--- src/rtl/bn_act_pkg.sv ---
// Shared constants and types for the BN post-processing / packing stage.
package bn_act_pkg;

    localparam int BN_DATA_WIDTH_DEF  = 16;
    localparam int OUT_DATA_WIDTH_DEF = 8;
    localparam int PACK_NUM_DEF       = 4;
    localparam int SHIFT_WIDTH_DEF    = 5;
    localparam int FIFO_DEPTH_DEF     = 2;

    function automatic int sat_max(input int width);
        return (1 <<< (width - 1)) - 1;
    endfunction

    function automatic int sat_min(input int width);
        return -(1 <<< (width - 1));
    endfunction

    localparam int SAT_MAX_DEF = sat_max(OUT_DATA_WIDTH_DEF);
    localparam int SAT_MIN_DEF = sat_min(OUT_DATA_WIDTH_DEF);

    typedef logic [OUT_DATA_WIDTH_DEF*PACK_NUM_DEF-1:0] pack_word_t;

endpackage

--- src/rtl/bn_act_pack_if.sv ---
// Packed-word valid/ready stream from bn_act_pack to the output-buffer writer.
interface bn_act_pack_if #(
    parameter int WORD_WIDTH = 32
) ();
    logic [WORD_WIDTH-1:0] out_data;
    logic                  out_valid;
    logic                  out_ready;

    modport master (output out_data, output out_valid, input out_ready);
    modport slave  (input out_data, input out_valid, output out_ready);
endinterface

--- src/rtl/act_pack_fifo.sv ---
// Small synchronous queue with registered storage; a push into a full queue
// is still accepted when a pop happens in the same cycle.
module act_pack_fifo #(
    parameter int WIDTH = 32,
    parameter int DEPTH = 2
) (
    input  logic             clk,
    input  logic             rst_n,
    input  logic             push,
    input  logic [WIDTH-1:0] push_data,
    input  logic             pop,
    output logic [WIDTH-1:0] dout,
    output logic             empty,
    output logic             full
);
    localparam int PW = (DEPTH > 1) ? $clog2(DEPTH) : 1;
    localparam int CW = $clog2(DEPTH + 1);

    logic [WIDTH-1:0] mem_q [DEPTH];
    logic [WIDTH-1:0] mem_d [DEPTH];
    logic [PW-1:0]    wr_ptr_q, wr_ptr_d;
    logic [PW-1:0]    rd_ptr_q, rd_ptr_d;
    logic [CW-1:0]    count_q, count_d;
    logic             push_ok, pop_ok;

    function automatic logic [PW-1:0] next_ptr(input logic [PW-1:0] p);
        return (p == PW'(DEPTH - 1)) ? '0 : p + PW'(1);
    endfunction

    assign empty = (count_q == '0);
    assign full  = (count_q == CW'(DEPTH));
    assign dout  = mem_q[rd_ptr_q];

    always_comb begin
        mem_d    = mem_q;
        wr_ptr_d = wr_ptr_q;
        rd_ptr_d = rd_ptr_q;
        count_d  = count_q;
        pop_ok   = pop && !empty;
        push_ok  = push && (!full || pop_ok);
        if (push_ok) begin
            mem_d[wr_ptr_q] = push_data;
            wr_ptr_d        = next_ptr(wr_ptr_q);
        end
        if (pop_ok) begin
            rd_ptr_d = next_ptr(rd_ptr_q);
        end
        if (push_ok && !pop_ok) begin
            count_d = count_q + CW'(1);
        end else if (pop_ok && !push_ok) begin
            count_d = count_q - CW'(1);
        end
    end

    always_ff @(posedge clk or negedge rst_n) begin
        if (!rst_n) begin
            for (int i = 0; i < DEPTH; i++) begin
                mem_q[i] <= '0;
            end
            wr_ptr_q <= '0;
            rd_ptr_q <= '0;
            count_q  <= '0;
        end else begin
            mem_q    <= mem_d;
            wr_ptr_q <= wr_ptr_d;
            rd_ptr_q <= rd_ptr_d;
            count_q  <= count_d;
        end
    end

endmodule

--- src/rtl/bn_act_pack.sv ---
// ReLU, arithmetic-shift requantisation, saturation and lane packing of the BN stream.
// Define BN_ACT_PACK_ROUND_EN for round-half-up before the shift (default: floor).
module bn_act_pack
    import bn_act_pkg::*;
#(
    parameter int BN_DATA_WIDTH  = BN_DATA_WIDTH_DEF,
    parameter int OUT_DATA_WIDTH = OUT_DATA_WIDTH_DEF,
    parameter int PACK_NUM       = PACK_NUM_DEF,
    parameter int SHIFT_WIDTH    = SHIFT_WIDTH_DEF,
    parameter int FIFO_DEPTH     = FIFO_DEPTH_DEF
) (
    input  logic                            clk,
    input  logic                            rst_n,
    input  logic signed [BN_DATA_WIDTH-1:0] bn_output_data,
    input  logic                            bn_result_valid,
    input  logic                            relu_enable_layer,
    input  logic [SHIFT_WIDTH-1:0]          quant_shift,
    input  logic                            layer_start,
    input  logic                            flush,
    bn_act_pack_if.master                   out_if,
    output logic                            overflow
);
    localparam int EW = BN_DATA_WIDTH + 1;
    localparam int WW = OUT_DATA_WIDTH * PACK_NUM;
    localparam int CW = (PACK_NUM > 1) ? $clog2(PACK_NUM) : 1;
    localparam logic signed [EW-1:0] SAT_MAX = EW'(sat_max(OUT_DATA_WIDTH));
    localparam logic signed [EW-1:0] SAT_MIN = EW'(sat_min(OUT_DATA_WIDTH));

    logic signed [OUT_DATA_WIDTH-1:0] q_q, q_d;
    logic                             q_valid_q, q_valid_d;
    logic signed [EW-1:0]             v_ext, r_ext, rnd;
    logic [CW-1:0]                    cnt_q, cnt_d;
    logic [WW-1:0]                    word_q, word_d, filled;
    logic                             overflow_q, overflow_d;
    logic                             push;
    logic [WW-1:0]                    push_word;
    logic                             fifo_pop, fifo_empty, fifo_full;
    logic [WW-1:0]                    fifo_dout;

    always_comb begin
        v_ext = {bn_output_data[BN_DATA_WIDTH-1], bn_output_data};
        if (relu_enable_layer && bn_output_data[BN_DATA_WIDTH-1]) begin
            v_ext = '0;
        end
        rnd = '0;
`ifdef BN_ACT_PACK_ROUND_EN
        // Shifts wider than the data round every representable input to zero.
        if (quant_shift == '0) begin
            r_ext = v_ext;
        end else if (int'(quant_shift) > BN_DATA_WIDTH) begin
            r_ext = '0;
        end else begin
            rnd   = EW'(1) << (quant_shift - SHIFT_WIDTH'(1));
            r_ext = (v_ext + rnd) >>> quant_shift;
        end
`else
        r_ext = v_ext >>> quant_shift;
`endif
        if (r_ext > SAT_MAX) begin
            q_d = SAT_MAX[OUT_DATA_WIDTH-1:0];
        end else if (r_ext < SAT_MIN) begin
            q_d = SAT_MIN[OUT_DATA_WIDTH-1:0];
        end else begin
            q_d = r_ext[OUT_DATA_WIDTH-1:0];
        end
        if (!bn_result_valid) begin
            q_d = q_q;
        end
        q_valid_d = bn_result_valid;
    end

    always_ff @(posedge clk or negedge rst_n) begin
        if (!rst_n) begin
            q_q       <= '0;
            q_valid_q <= 1'b0;
        end else begin
            q_q       <= q_d;
            q_valid_q <= q_valid_d;
        end
    end

    assign fifo_pop = out_if.out_valid && out_if.out_ready;

    // layer_start resets the packer first so a same-cycle sample opens a fresh word.
    always_comb begin
        cnt_d      = cnt_q;
        word_d     = word_q;
        overflow_d = overflow_q;
        push       = 1'b0;
        if (layer_start) begin
            cnt_d      = '0;
            word_d     = '0;
            overflow_d = 1'b0;
        end
        filled = word_d;
        if (q_valid_q) begin
            for (int i = 0; i < PACK_NUM; i++) begin
                if (cnt_d == CW'(i)) begin
                    filled[i*OUT_DATA_WIDTH +: OUT_DATA_WIDTH] = q_q;
                end
            end
            if (cnt_d == CW'(PACK_NUM - 1)) begin
                push   = 1'b1;
                cnt_d  = '0;
                word_d = '0;
            end else begin
                cnt_d  = cnt_d + CW'(1);
                word_d = filled;
            end
        end
        push_word = filled;
        if (flush && !layer_start && !push && (cnt_d != '0)) begin
            push   = 1'b1;
            cnt_d  = '0;
            word_d = '0;
        end
        if (push && fifo_full && !fifo_pop) begin
            overflow_d = 1'b1;
        end
    end

    always_ff @(posedge clk or negedge rst_n) begin
        if (!rst_n) begin
            cnt_q      <= '0;
            word_q     <= '0;
            overflow_q <= 1'b0;
        end else begin
            cnt_q      <= cnt_d;
            word_q     <= word_d;
            overflow_q <= overflow_d;
        end
    end

    act_pack_fifo #(
        .WIDTH (WW),
        .DEPTH (FIFO_DEPTH)
    ) u_fifo (
        .clk       (clk),
        .rst_n     (rst_n),
        .push      (push),
        .push_data (push_word),
        .pop       (fifo_pop),
        .dout      (fifo_dout),
        .empty     (fifo_empty),
        .full      (fifo_full)
    );

    assign out_if.out_data  = fifo_dout;
    assign out_if.out_valid = !fifo_empty;
    assign overflow         = overflow_q;

endmodule

--- src/flat_wrapper.sv ---
// flat-port wrapper written by rule: the top's interface ports become plain ports
module bn_act_pack_flat import bn_act_pkg::*;
#(
    parameter int BN_DATA_WIDTH  = BN_DATA_WIDTH_DEF,
    parameter int OUT_DATA_WIDTH = OUT_DATA_WIDTH_DEF,
    parameter int PACK_NUM       = PACK_NUM_DEF,
    parameter int SHIFT_WIDTH    = SHIFT_WIDTH_DEF,
    parameter int FIFO_DEPTH     = FIFO_DEPTH_DEF
)
  (clk, rst_n, bn_output_data, bn_result_valid, relu_enable_layer, quant_shift, layer_start, flush, overflow, out_if_out_data, out_if_out_valid, out_if_out_ready);
  bn_act_pack_if #(.WORD_WIDTH(32)) out_if_i ();
  input  logic clk;
  input  logic rst_n;
  input  logic signed [BN_DATA_WIDTH-1:0] bn_output_data;
  input  logic bn_result_valid;
  input  logic relu_enable_layer;
  input  logic [SHIFT_WIDTH-1:0] quant_shift;
  input  logic layer_start;
  input  logic flush;
  output logic overflow;
  output wire logic [$bits(out_if_i.out_data)-1:0] out_if_out_data;
  output wire logic [$bits(out_if_i.out_valid)-1:0] out_if_out_valid;
  input wire logic [$bits(out_if_i.out_ready)-1:0] out_if_out_ready;
  assign out_if_out_data = out_if_i.out_data;
  assign out_if_out_valid = out_if_i.out_valid;
  assign out_if_i.out_ready = out_if_out_ready;
  bn_act_pack #(.BN_DATA_WIDTH(BN_DATA_WIDTH), .OUT_DATA_WIDTH(OUT_DATA_WIDTH), .PACK_NUM(PACK_NUM), .SHIFT_WIDTH(SHIFT_WIDTH), .FIFO_DEPTH(FIFO_DEPTH)) u_core (.clk(clk), .rst_n(rst_n), .bn_output_data(bn_output_data), .bn_result_valid(bn_result_valid), .relu_enable_layer(relu_enable_layer), .quant_shift(quant_shift), .layer_start(layer_start), .flush(flush), .out_if(out_if_i), .overflow(overflow));
endmodule
--- config.mk ---
export PLATFORM = sky130hd
export DESIGN_NAME = bn_act_pack_flat
export DESIGN_NICKNAME = d
export VERILOG_FILES = /design/src/rtl/bn_act_pkg.sv /design/src/rtl/bn_act_pack_if.sv /design/src/rtl/act_pack_fifo.sv /design/src/rtl/bn_act_pack.sv /design/src/flat_wrapper.sv
export SDC_FILE = /design/constraint.sdc
export NUM_CORES = 1
export LEC_CHECK = 0
export ABC_CLOCK_PERIOD_IN_PS = 2700
export CORE_UTILIZATION = 55
export CTS_CLUSTER_SIZE = 40
export DETAILED_ROUTE_END_ITERATION = 12
export HOLD_SLACK_MARGIN = 0.1
export PLACE_DENSITY = 0.78
export SYNTH_ARGS = -nofsm -noshare
export SYNTH_HDL_FRONTEND = slang
export SYNTH_SLANG_ARGS = --single-unit
--- constraint.sdc ---
create_clock -name clk -period 2.7 [get_ports clk]
set_input_delay 0.81 -clock clk [delete_from_list [all_inputs] [get_ports clk]]
set_output_delay 0.81 -clock clk [all_outputs]
set_load 0.05 [all_outputs]
# Word-level counts from Yosys, hierarchy flattened
# Index checks and enable logic that the tools add are counted.
# op_classes
n_reduce_logical	25
mux	31
n_addsub	5
magnitude_cmp	5
n_bitwise	2
eq_ne	4
shifts	1
# op_table
operator	count
$mux W32	9
$bwmux W64	1
$mux W8	6
$demux W32 S1	1
$gt A17 B8 Y1 const B	1
$lt A17 B8 Y1 const B	1
$mux W17	1
$sshr A17 B5 Y17	1
$logic_and A1 B1 Y1	12
$mux W2	6
$logic_not A1 Y1	7
$mux W1	7
$eq A2 B2 Y1 const B	3
$reduce_bool A2 Y1	3
$add A2 B1 Y2 const B	2
$ge A2 B2 Y1 const B	2
$logic_not A2 Y1	2
$not A1 Y2	2
$add A1 B1 Y1 const B	2
$eq A2 B1 Y1 const B	1
$lt A2 B1 Y1 const B	1
$sub A2 B1 Y2 const B	1
$logic_or A1 B1 Y1	1
# totals
output_inout_bits	34
ff_bits	112
input_bits	28
word_cells	83

# Logic depth before layout (Yosys ltp)
# Gate-level depths: netlist (run 1).
# depth
depth_word	13
depth_mapped	12
depth_no_buf	10

# Hierarchy
# From an unflattened synthesis (run 1), not the netlist that was laid out.
# unflattened
cells_unflattened	581
hier_area_um2	6169.7
# modules_own_cells
module	area_per_inst_um2	seq_area_each_um2	instances	cells_each
bn_act_pack	3133.0	1101.1	1	392
act_pack_fifo	3036.7	1701.6	1	189

# Least setup slack after synthesis (run 1)
# OpenSTA, ideal clock, no wires.
# synth_timing
path_type	in2reg
startpoint	input layer_start
endpoint	register u_core.u_fifo.mem_q[0] in the netlist's numbering
required_time_ps	2563
stages	10
path_buffers	4
setup_ps	137
path_slack_ps	-192
arrival_time_ps	2755
path_cell_list	clkbuf_1 -> clkbuf_1 -> nand2b_1 -> ha_1 -> o21ai_1 -> a22oi_2 -> and3_1 -> buf_2 -> buf_1 -> a21oi_1
# synth_between
elab_chain_cells	9
word_cells_on_any_way	20
classes_between	add/sub (1); eq/ne (1); mux (10); reduce/logical (8)
# synth_rtl
element	line	source
from (decl)	flat_wrapper.sv:18	input logic layer_start;
parallel branches: the longest is 9 deep, another holds $add A2 B1 Y2	n/a	
to (signal assigned)	act_pack_fifo.sv:64	mem_q <= mem_d;
to (decl)	act_pack_fifo.sv:19	logic [WIDTH-1:0] mem_q [DEPTH];
# Several ways; the timed one is not identified.
# A chain may end at the register's enable or synchronous reset.

# Worst setup path in the final report (run 1)
# layout_timing
startpoint	register u_core.u_fifo.count_q[1]
endpoint	output out_if_out_valid
# layout_between
elab_chain_cells	2
# layout_rtl
element	line	source
from (decl)	act_pack_fifo.sv:23	logic [CW-1:0] count_q, count_d;
from (signal assigned)	act_pack_fifo.sv:67	count_q <= count_d;
$logic_not A2 Y1	act_pack_fifo.sv:30	assign empty = (count_q == '0);
$logic_not A1 Y1	bn_act_pack.sv:149	assign out_if.out_valid = !fifo_empty;
to (decl)	flat_wrapper.sv:22	output wire logic [$bits(out_if_i.out_valid)-1:0] out_if_out_valid;
# No other way between the ends.

==> results of run 1 <==
[power groups by stage]
| stage | Clock (W) | Sequential, W | Combinational, W |
|---|---|---|---|
| 4_1_cts | 0.00114 | 0.00260 | 0.00424 |
| 3_3_place_gp | 0 | 0.00258 | 0.00413 |
| 2_1_floorplan | 0 | 0.00248 | 0.00281 |
| 5_1_grt | 0.00120 | 0.00267 | 0.00449 |
| 3_5_place_dp | 0 | 0.00263 | 0.00421 |
| 6_report | 0.00113 | 0.00261 | 0.00424 |
[how the worst max path moves through the flow]
stage	startpoint	to	slack, ns	cells past startpoint
after floorplan	layer_start	u_core.u_fifo.count_q[1]	0.005	11
after global placement	quant_shift[1]	u_core.q_q[3]	-0.31	8
after detailed placement	quant_shift[1]	u_core.q_q[5]	-0.41	8
after CTS	layer_start	u_core.u_fifo.mem_q[34]	0.01	9
after global routing	u_core.u_fifo.count_q[1]	out_if_out_valid	0.01	2
final	u_core.u_fifo.count_q[1]	out_if_out_valid	0.06	2
[cells by family (layout without fill, tap and decap cells)]
group,after synthesis,count (layout),share of synthesized area
xor+xnor,5,5,0.00721
fa+ha+maj,5,5,0.0103
buf+inv,58,160,0.0457
compound gates,154,154,0.153
simple gates,191,191,0.147
mux,90,90,0.176
flops,112,112,0.461
[routing by layer]
| metal | track usage | vias to the layer above | part of all wire |
|---|---|---|---|
| met5 | 0 | - | 0 |
| met4 | 0.0861 | 0 | 0.015 |
| met3 | 0.0438 | 19 | 0.052 |
| met2 | 0.435 | 185 | 0.50 |
| met1 | 0.345 | 2523 | 0.43 |
| li1 | - | 2349 | - |
[cell usage in the layout, fill, tap and decap left out, types with 3 or more instances in the layout]
master,n
sky130_fd_sc_hd__clkdlybuf4s50_1,26
sky130_fd_sc_hd__o21ai_1,6
sky130_fd_sc_hd__clkbuf_8,9
sky130_fd_sc_hd__o21ai_0,10
sky130_fd_sc_hd__buf_4,81
sky130_fd_sc_hd__nand2b_4,3
sky130_fd_sc_hd__nand2b_1,11
sky130_fd_sc_hd__buf_12,21
sky130_fd_sc_hd__mux2i_1,43
sky130_fd_sc_hd__o22ai_1,35
sky130_fd_sc_hd__nor2b_1,29
sky130_fd_sc_hd__nand2_1,13
sky130_fd_sc_hd__nor2_1,122
sky130_fd_sc_hd__ha_1,4
sky130_fd_sc_hd__mux4_2,10
sky130_fd_sc_hd__inv_1,10
sky130_fd_sc_hd__a21oi_1,82
sky130_fd_sc_hd__mux2_2,36
sky130_fd_sc_hd__dfrtp_1,112
sky130_fd_sc_hd__xor2_1,3
sky130_fd_sc_hd__a31oi_1,3
[synth_stat cells, drive strengths merged (2+ instances only)]
cell / n / area share
o21ai: 17 / 0.015
o2111ai: 2 / 0.0039
buf: 30 / 0.028
mux2: 36 / 0.067
o211ai: 2 / 0.0025
xor2: 3 / 0.0043
a31oi: 3 / 0.0031
dfrtp: 112 / 0.46
mux2i: 44 / 0.072
a221oi: 2 / 0.0039
nor2b: 29 / 0.030
o22ai: 35 / 0.036
a2111oi: 2 / 0.0070
a21oi: 82 / 0.068
nand2: 14 / 0.0099
xnor2: 2 / 0.0029
a22oi: 3 / 0.0054
nor4: 2 / 0.0045
nand2b: 14 / 0.016
clkbuf: 18 / 0.011
mux4: 10 / 0.037
nor3: 3 / 0.0043
nor2: 122 / 0.075
inv: 10 / 0.0062
ha: 5 / 0.010
and2: 2 / 0.0021
[per-stage QoR]
step	hold slack [ns]	setup TNS [ns]	util	cell area, um^2
floorplan	0.456	0	-	6110
global placement	0.487	-16.15	0.681	7350
detailed placement	0.503	-22.18	0.681	7350
CTS	0.379	0	0.703	7590
global route	0.384	0	0.710	7660
finish	0.367	0	0.710	7660
[registers in the layout, summed over array words and instances, names as in the netlist]
register and flops:
u_core.u_fifo.mem_q 64, u_core.word_q 32, u_core.q_q 8, u_core.cnt_q 2, u_core.u_fifo.count_q 2, u_core.overflow 1, u_core.q_valid_q 1, u_core.u_fifo.rd_ptr_q 1
u_core.u_fifo.wr_ptr_q 1
[area by class of cell]
class                      count  area [um^2]
clock buffer                   9          124
clock inverter                 7          101
fill                         766         3130
inverter                      10         37.5
multi-input combinational    445         3040
sequential                   112         2800
tap                          140          175
timing repair buffer         134         1380
[what timing repair did]
action / 4_1_cts / 5_1_grt
cloned: 0 / 2
setup endpoints to repair: 6 / 47
setup buffers: 0 / 2
pin swaps: 0 / 4
resized for setup: 2 / 7
[critical path, stage by stage, from the launching register on]
cell and delay, ns:
sky130_fd_sc_hd__dfrtp_1 0.43, sky130_fd_sc_hd__or2_2 0.32, sky130_fd_sc_hd__clkdlybuf4s50_1 0.71
==> impl_metrics.json, run 1 <==
{
  "core_um2": 10800,
  "crit-reg2reg-launch": "u_core.cnt_q[0]",
  "slew_viol_final": 0,
  "final_antenna_net_count": 0,
  "final-setup-viol-count": 0,
  "die-area_um2": 11500,
  "violations_in_the_final_reports": "design-rule violations",
  "finalCriticalPeriod_ns": 2.64,
  "syn-cell-area_um2": 6080,
  "antenna_cells": 0,
  "viasPerCell": 5.92,
  "power.sequential.fraction": 0.327,
  "dp_slack_ns": -0.413,
  "synth_edf_count": 0,
  "clock_insertion_delay_worst_skew_ns": 0.38,
  "yosysSeqAreaShare": 0.461,
  "routed-via-count": 5076,
  "clock.fmax_ghz": 0.378,
  "initial_core_util": 0.563,
  "clk_transition_reported_paths_ns": 0.11,
  "setup_repair_after_global_routing_missed_its_margin": "false",
  "hp-class": "input pin to asynchronous set/reset pin",
  "area.growth.synth_to_final_pct": 26.0,
  "setup.reg_to_reg.worst_slack_ns": 0.64,
  "report.final.hold_viol_count": 0,
  "gp_routability_congestion": 0.897,
  "final.setup.worst_slack_ns": 0.0577,
  "setup.worst_path.start_class": "flip-flop",
  "p_leak_nw": 3.52,
  "nNetsFinal": 745,
  "cts_tree": "yes",
  "clock_sink_count": 112,
  "grt_remaining_overflow": 0,
  "postSynth.asyncResetShare": 1.00,
  "tritoncts.num_buffers": 9,
  "htreeDepth": 3,
  "global_route_wire_length_before_repair_um": 23400,
  "power.clock.fraction": 0.142,
  "synth.distinct_cells": 51,
  "final_non_filler_cells": 857,
  "cts_hold_repair.buffers": 0,
  "ys_ff_latch": 112,
  "cts_root_buf": "sky130_fd_sc_hd__clkbuf_8",
  "timing.clock.skew_ns": 0.0122,
  "maxSlewHeadroom": 0.659,
  "core.rowCount": 38,
  "irDropWorstVdd_uv": 793,
  "fin_crit_share": 0.979,
  "timing.max_cap.violations": 0,
  "dpl.hpwl_um": 9770,
  "required_ns": 1.89,
  "run_status": "complete, but fails checks",
  "synthesis.instances": 615,
  "die_h_um": 107,
  "worst-r2r-cell-count": 9,
  "drive_gt1_frac": 0.262,
  "initialDrtViolationCount": 373,
  "max_slew.worst_pin.slew_ns": 0.506,
  "synthesized_nets": 648,
  "post-route-drc-count": 2,
  "p_comb_frac": 0.531,
  "total_wirelength_of_the_detailed_routed_design_um": 14900,
  "grt_antenna_before_repair": 0,
  "worst_path_maximum_fanout": 4,
  "power_switching_share": 0.427,
  "power.total_w": 0.00798,
  "routed_wire_length_per_instance_um": 17.4,
  "via_count_of_the_first_global_routing_pass": 4873,
  "endpoint_kind": "primary output",
  "maximum_number_of_pins_on_one_net_before_global_route_repair": 65,
  "placement.io_buffers": 61,
  "dp.cells": 837,
  "global_route.usage.total": 0.260,
  "rr_endpoint": "u_core.u_fifo.mem_q[59]",
  "power_switching_w": 0.00341,
  "die_x_um": 107,
  "worst_ep_arrival_time_ns": 1.83,
  "dr.pass1.iters": 9,
  "internal_dissipation_w": 0.00457,
  "mean_post_synth_cell_area_um2": 9.88,
  "cts_max_path_buffers": 2,
  "criticalPathCategory": "flip-flop to primary output",
  "power-per-cell-area_nw_per_um2": 1040,
  "synth_ff_type": "sky130_fd_sc_hd__dfrtp_1",
  "synth.yosys.warnings": 0,
  "num_io_pins": 62
}
No activity file was read; power rests on OpenSTA's default activity.
==> run 2: changes to the inputs <==
Settings changed: ABC_CLOCK_PERIOD_IN_PS 2700 to 2900.
Clock period 2.7 ns to 2.9 ns, I/O delays scaled along.
==> impl_metrics.json, run 2 (synthesis gave the netlist of run 1 again) <==
{
  "placement.io_buffers": 61,
  "dp_slack_ns": -0.280,
  "mostFrequentLayoutCell": "sky130_fd_sc_hd__nor2_1",
  "report.final.hold_viol_count": 0,
  "initial_core_util": 0.563,
  "timing.max_cap.violations": 0,
  "grt_antenna_before_repair": 0,
  "critical_path.max_stage_delay_ns": 0.57,
  "p_leak_nw": 3.39,
  "finalCriticalPeriod_ns": 2.80,
  "crit_buf_inv": 2,
  "core_um2": 10800,
  "clock.fmax_ghz": 0.357,
  "timing.critical_path.cells": "clkdlybuf4s50_1, buf_4, mux4_2, mux2i_1, o41ai_1, nor3_4, o22ai_1",
  "post_cts.repair.setup_buffers": 0,
  "cts_tree": "yes",
  "setup_repair_after_global_routing_missed_its_margin": "false",
  "criticalPathCategory": "input pin to flip-flop",
  "clk_transition_reported_paths_ns": 0.10,
  "multiInputGateArea_um2": 3010,
  "clock_sink_count": 112,
  "cts_root_buf": "sky130_fd_sc_hd__clkbuf_8",
  "cts_max_path_buffers": 2,
  "irDropWorstVdd_uv": 976,
  "via_count_of_the_first_global_routing_pass": 4690,
  "run_status": "complete, but fails checks",
  "setup.worst_path.start_class": "input pin",
  "clock_insertion_delay_worst_skew_ns": 0.38,
  "total_wirelength_of_the_detailed_routed_design_um": 13600,
  "routed-via-count": 4888,
  "global_route.usage.total": 0.254,
  "slew_viol_final": 0,
  "initialDrtViolationCount": 380,
  "required_ns": 3.15,
  "power-per-cell-area_nw_per_um2": 993,
  "dp.cells": 819,
  "top_register": "u_core.u_fifo.mem_q",
  "fin_crit_share": 0.967,
  "finish.instance_area_um2": 7480,
  "seq_area_um2": 2800,
  "die_h_um": 107,
  "final_non_filler_cells": 835,
  "drive_gt1_frac": 0.232,
  "routed_wire_length_per_instance_um": 16.3,
  "num_io_pins": 62,
  "die_x_um": 107,
  "max_slew.worst_pin.slew_ns": 0.529,
  "dr.pass1.iters": 10,
  "fillers": 775,
  "die-area_um2": 11500,
  "maxSlewHeadroom": 0.643,
  "worst_ep_arrival_time_ns": 3.05,
  "endpoint_kind": "flip-flop",
  "final.setup.worst_slack_ns": 0.0961,
  "timing.clock.skew_ns": 0.0106,
  "hp-class": "input pin to asynchronous set/reset pin",
  "antenna_cells": 0,
  "worst_path_maximum_fanout": 7,
  "global_route_wire_length_before_repair_um": 22900,
  "dpl.hpwl_um": 9340,
  "critPathTopFamily": "multiplexers",
  "tritoncts.num_buffers": 9,
  "crit_slowest_cell": "sky130_fd_sc_hd__clkdlybuf4s50_1",
  "post-route-drc-count": 2,
  "violations_in_the_final_reports": "design-rule violations",
  "maximum_number_of_pins_on_one_net_before_global_route_repair": 65,
  "core.rowCount": 38,
  "viasPerCell": 5.85,
  "power.total_w": 0.00743,
  "gp_routability_congestion": 0.939,
  "grt_remaining_overflow": 0,
  "area.growth.synth_to_final_pct": 23.0,
  "most-common-layout-cells": "sky130_fd_sc_hd__nor2_1, sky130_fd_sc_hd__dfrtp_1, sky130_fd_sc_hd__a21oi_1, sky130_fd_sc_hd__buf_4, sky130_fd_sc_hd__mux2i_1",
  "largest_register_ff_count": 64,
  "leading_registers_by_flop_count": "u_core.u_fifo.mem_q: 64 flops, u_core.word_q: 32 flops, u_core.q_q: 8 flops",
  "final-setup-viol-count": 0,
  "cts_hold_repair.buffers": 0,
  "dpl_cell_area_um2": 7240,
  "htreeDepth": 3,
  "nNetsFinal": 723,
  "final_antenna_net_count": 0
}
run 2: area by class of cell:
class,instances,share of cell area
Clock buffer,11,0.0189
Timing Repair Buffer,112,0.164
Tap cell,140,0.0234
Inverter,10,0.00502
Sequential cell,112,0.375
Multi-Input combinational cell,445,0.402
Clock inverter,5,0.0119
run 2: worst paths after layout:
check	startpoint	endpoint	slack (ns)	depth (start not counted)
max in group asynchronous	rst_n	u_core.u_fifo.mem_q[43]	1.84	2
hold / removal	rst_n	u_core.u_fifo.mem_q[28]	0.42	1
min in group clk	u_core.word_q[26]	u_core.word_q[26]	0.52	2
setup / recovery	quant_shift[1]	u_core.q_q[3]	0.1	7
setup reg to reg	u_core.cnt_q[0]	u_core.u_fifo.mem_q[54]	0.79	10
hold reg to reg	u_core.word_q[26]	u_core.word_q[26]	0.52	2
run 2: per-stage QoR:
step           hold slack [ns]  setup TNS [ns]  utilization
4_1_cts                  0.421               0        0.692
6_report                 0.418               0        0.693
2_1_floorplan            0.456               0            -
3_5_place_dp             0.496          -11.66        0.671
3_3_place_gp             0.486           -6.87        0.671
5_1_grt                  0.436               0        0.693
run 2: worst reg2reg max path: cells and delay by family (launching register included):
kind / cells / cell delay [ns]
compound gates: 2 / 0.39
buf+inv: 4 / 0.59
simple gates: 3 / 0.48
fa+ha+maj: 1 / 0.18
flops: 1 / 0.40
run 2: power by group:
group          switching (W)  internal (W)  total (W)
clock network       0.000539      0.000520    0.00106
registers           0.000329       0.00209    0.00242
logic                0.00225       0.00169    0.00395
total                0.00312       0.00431    0.00743
run 2: routing by layer:
metal	GRT usage	wire, um	part of all wire	up-vias
met5	0	0	0	-
met1	0.352	6120	0.45	2422
met3	0.0371	565	0.042	18
li1	-	-	-	2317
met2	0.416	6680	0.49	131
met4	0.0763	209	0.015	0
run 2: timing repair:
action,in CTS,in global routing
gates resized for setup,0,1
endpoints found under the hold margin,0,0
endpoints found under the setup margin,0,6
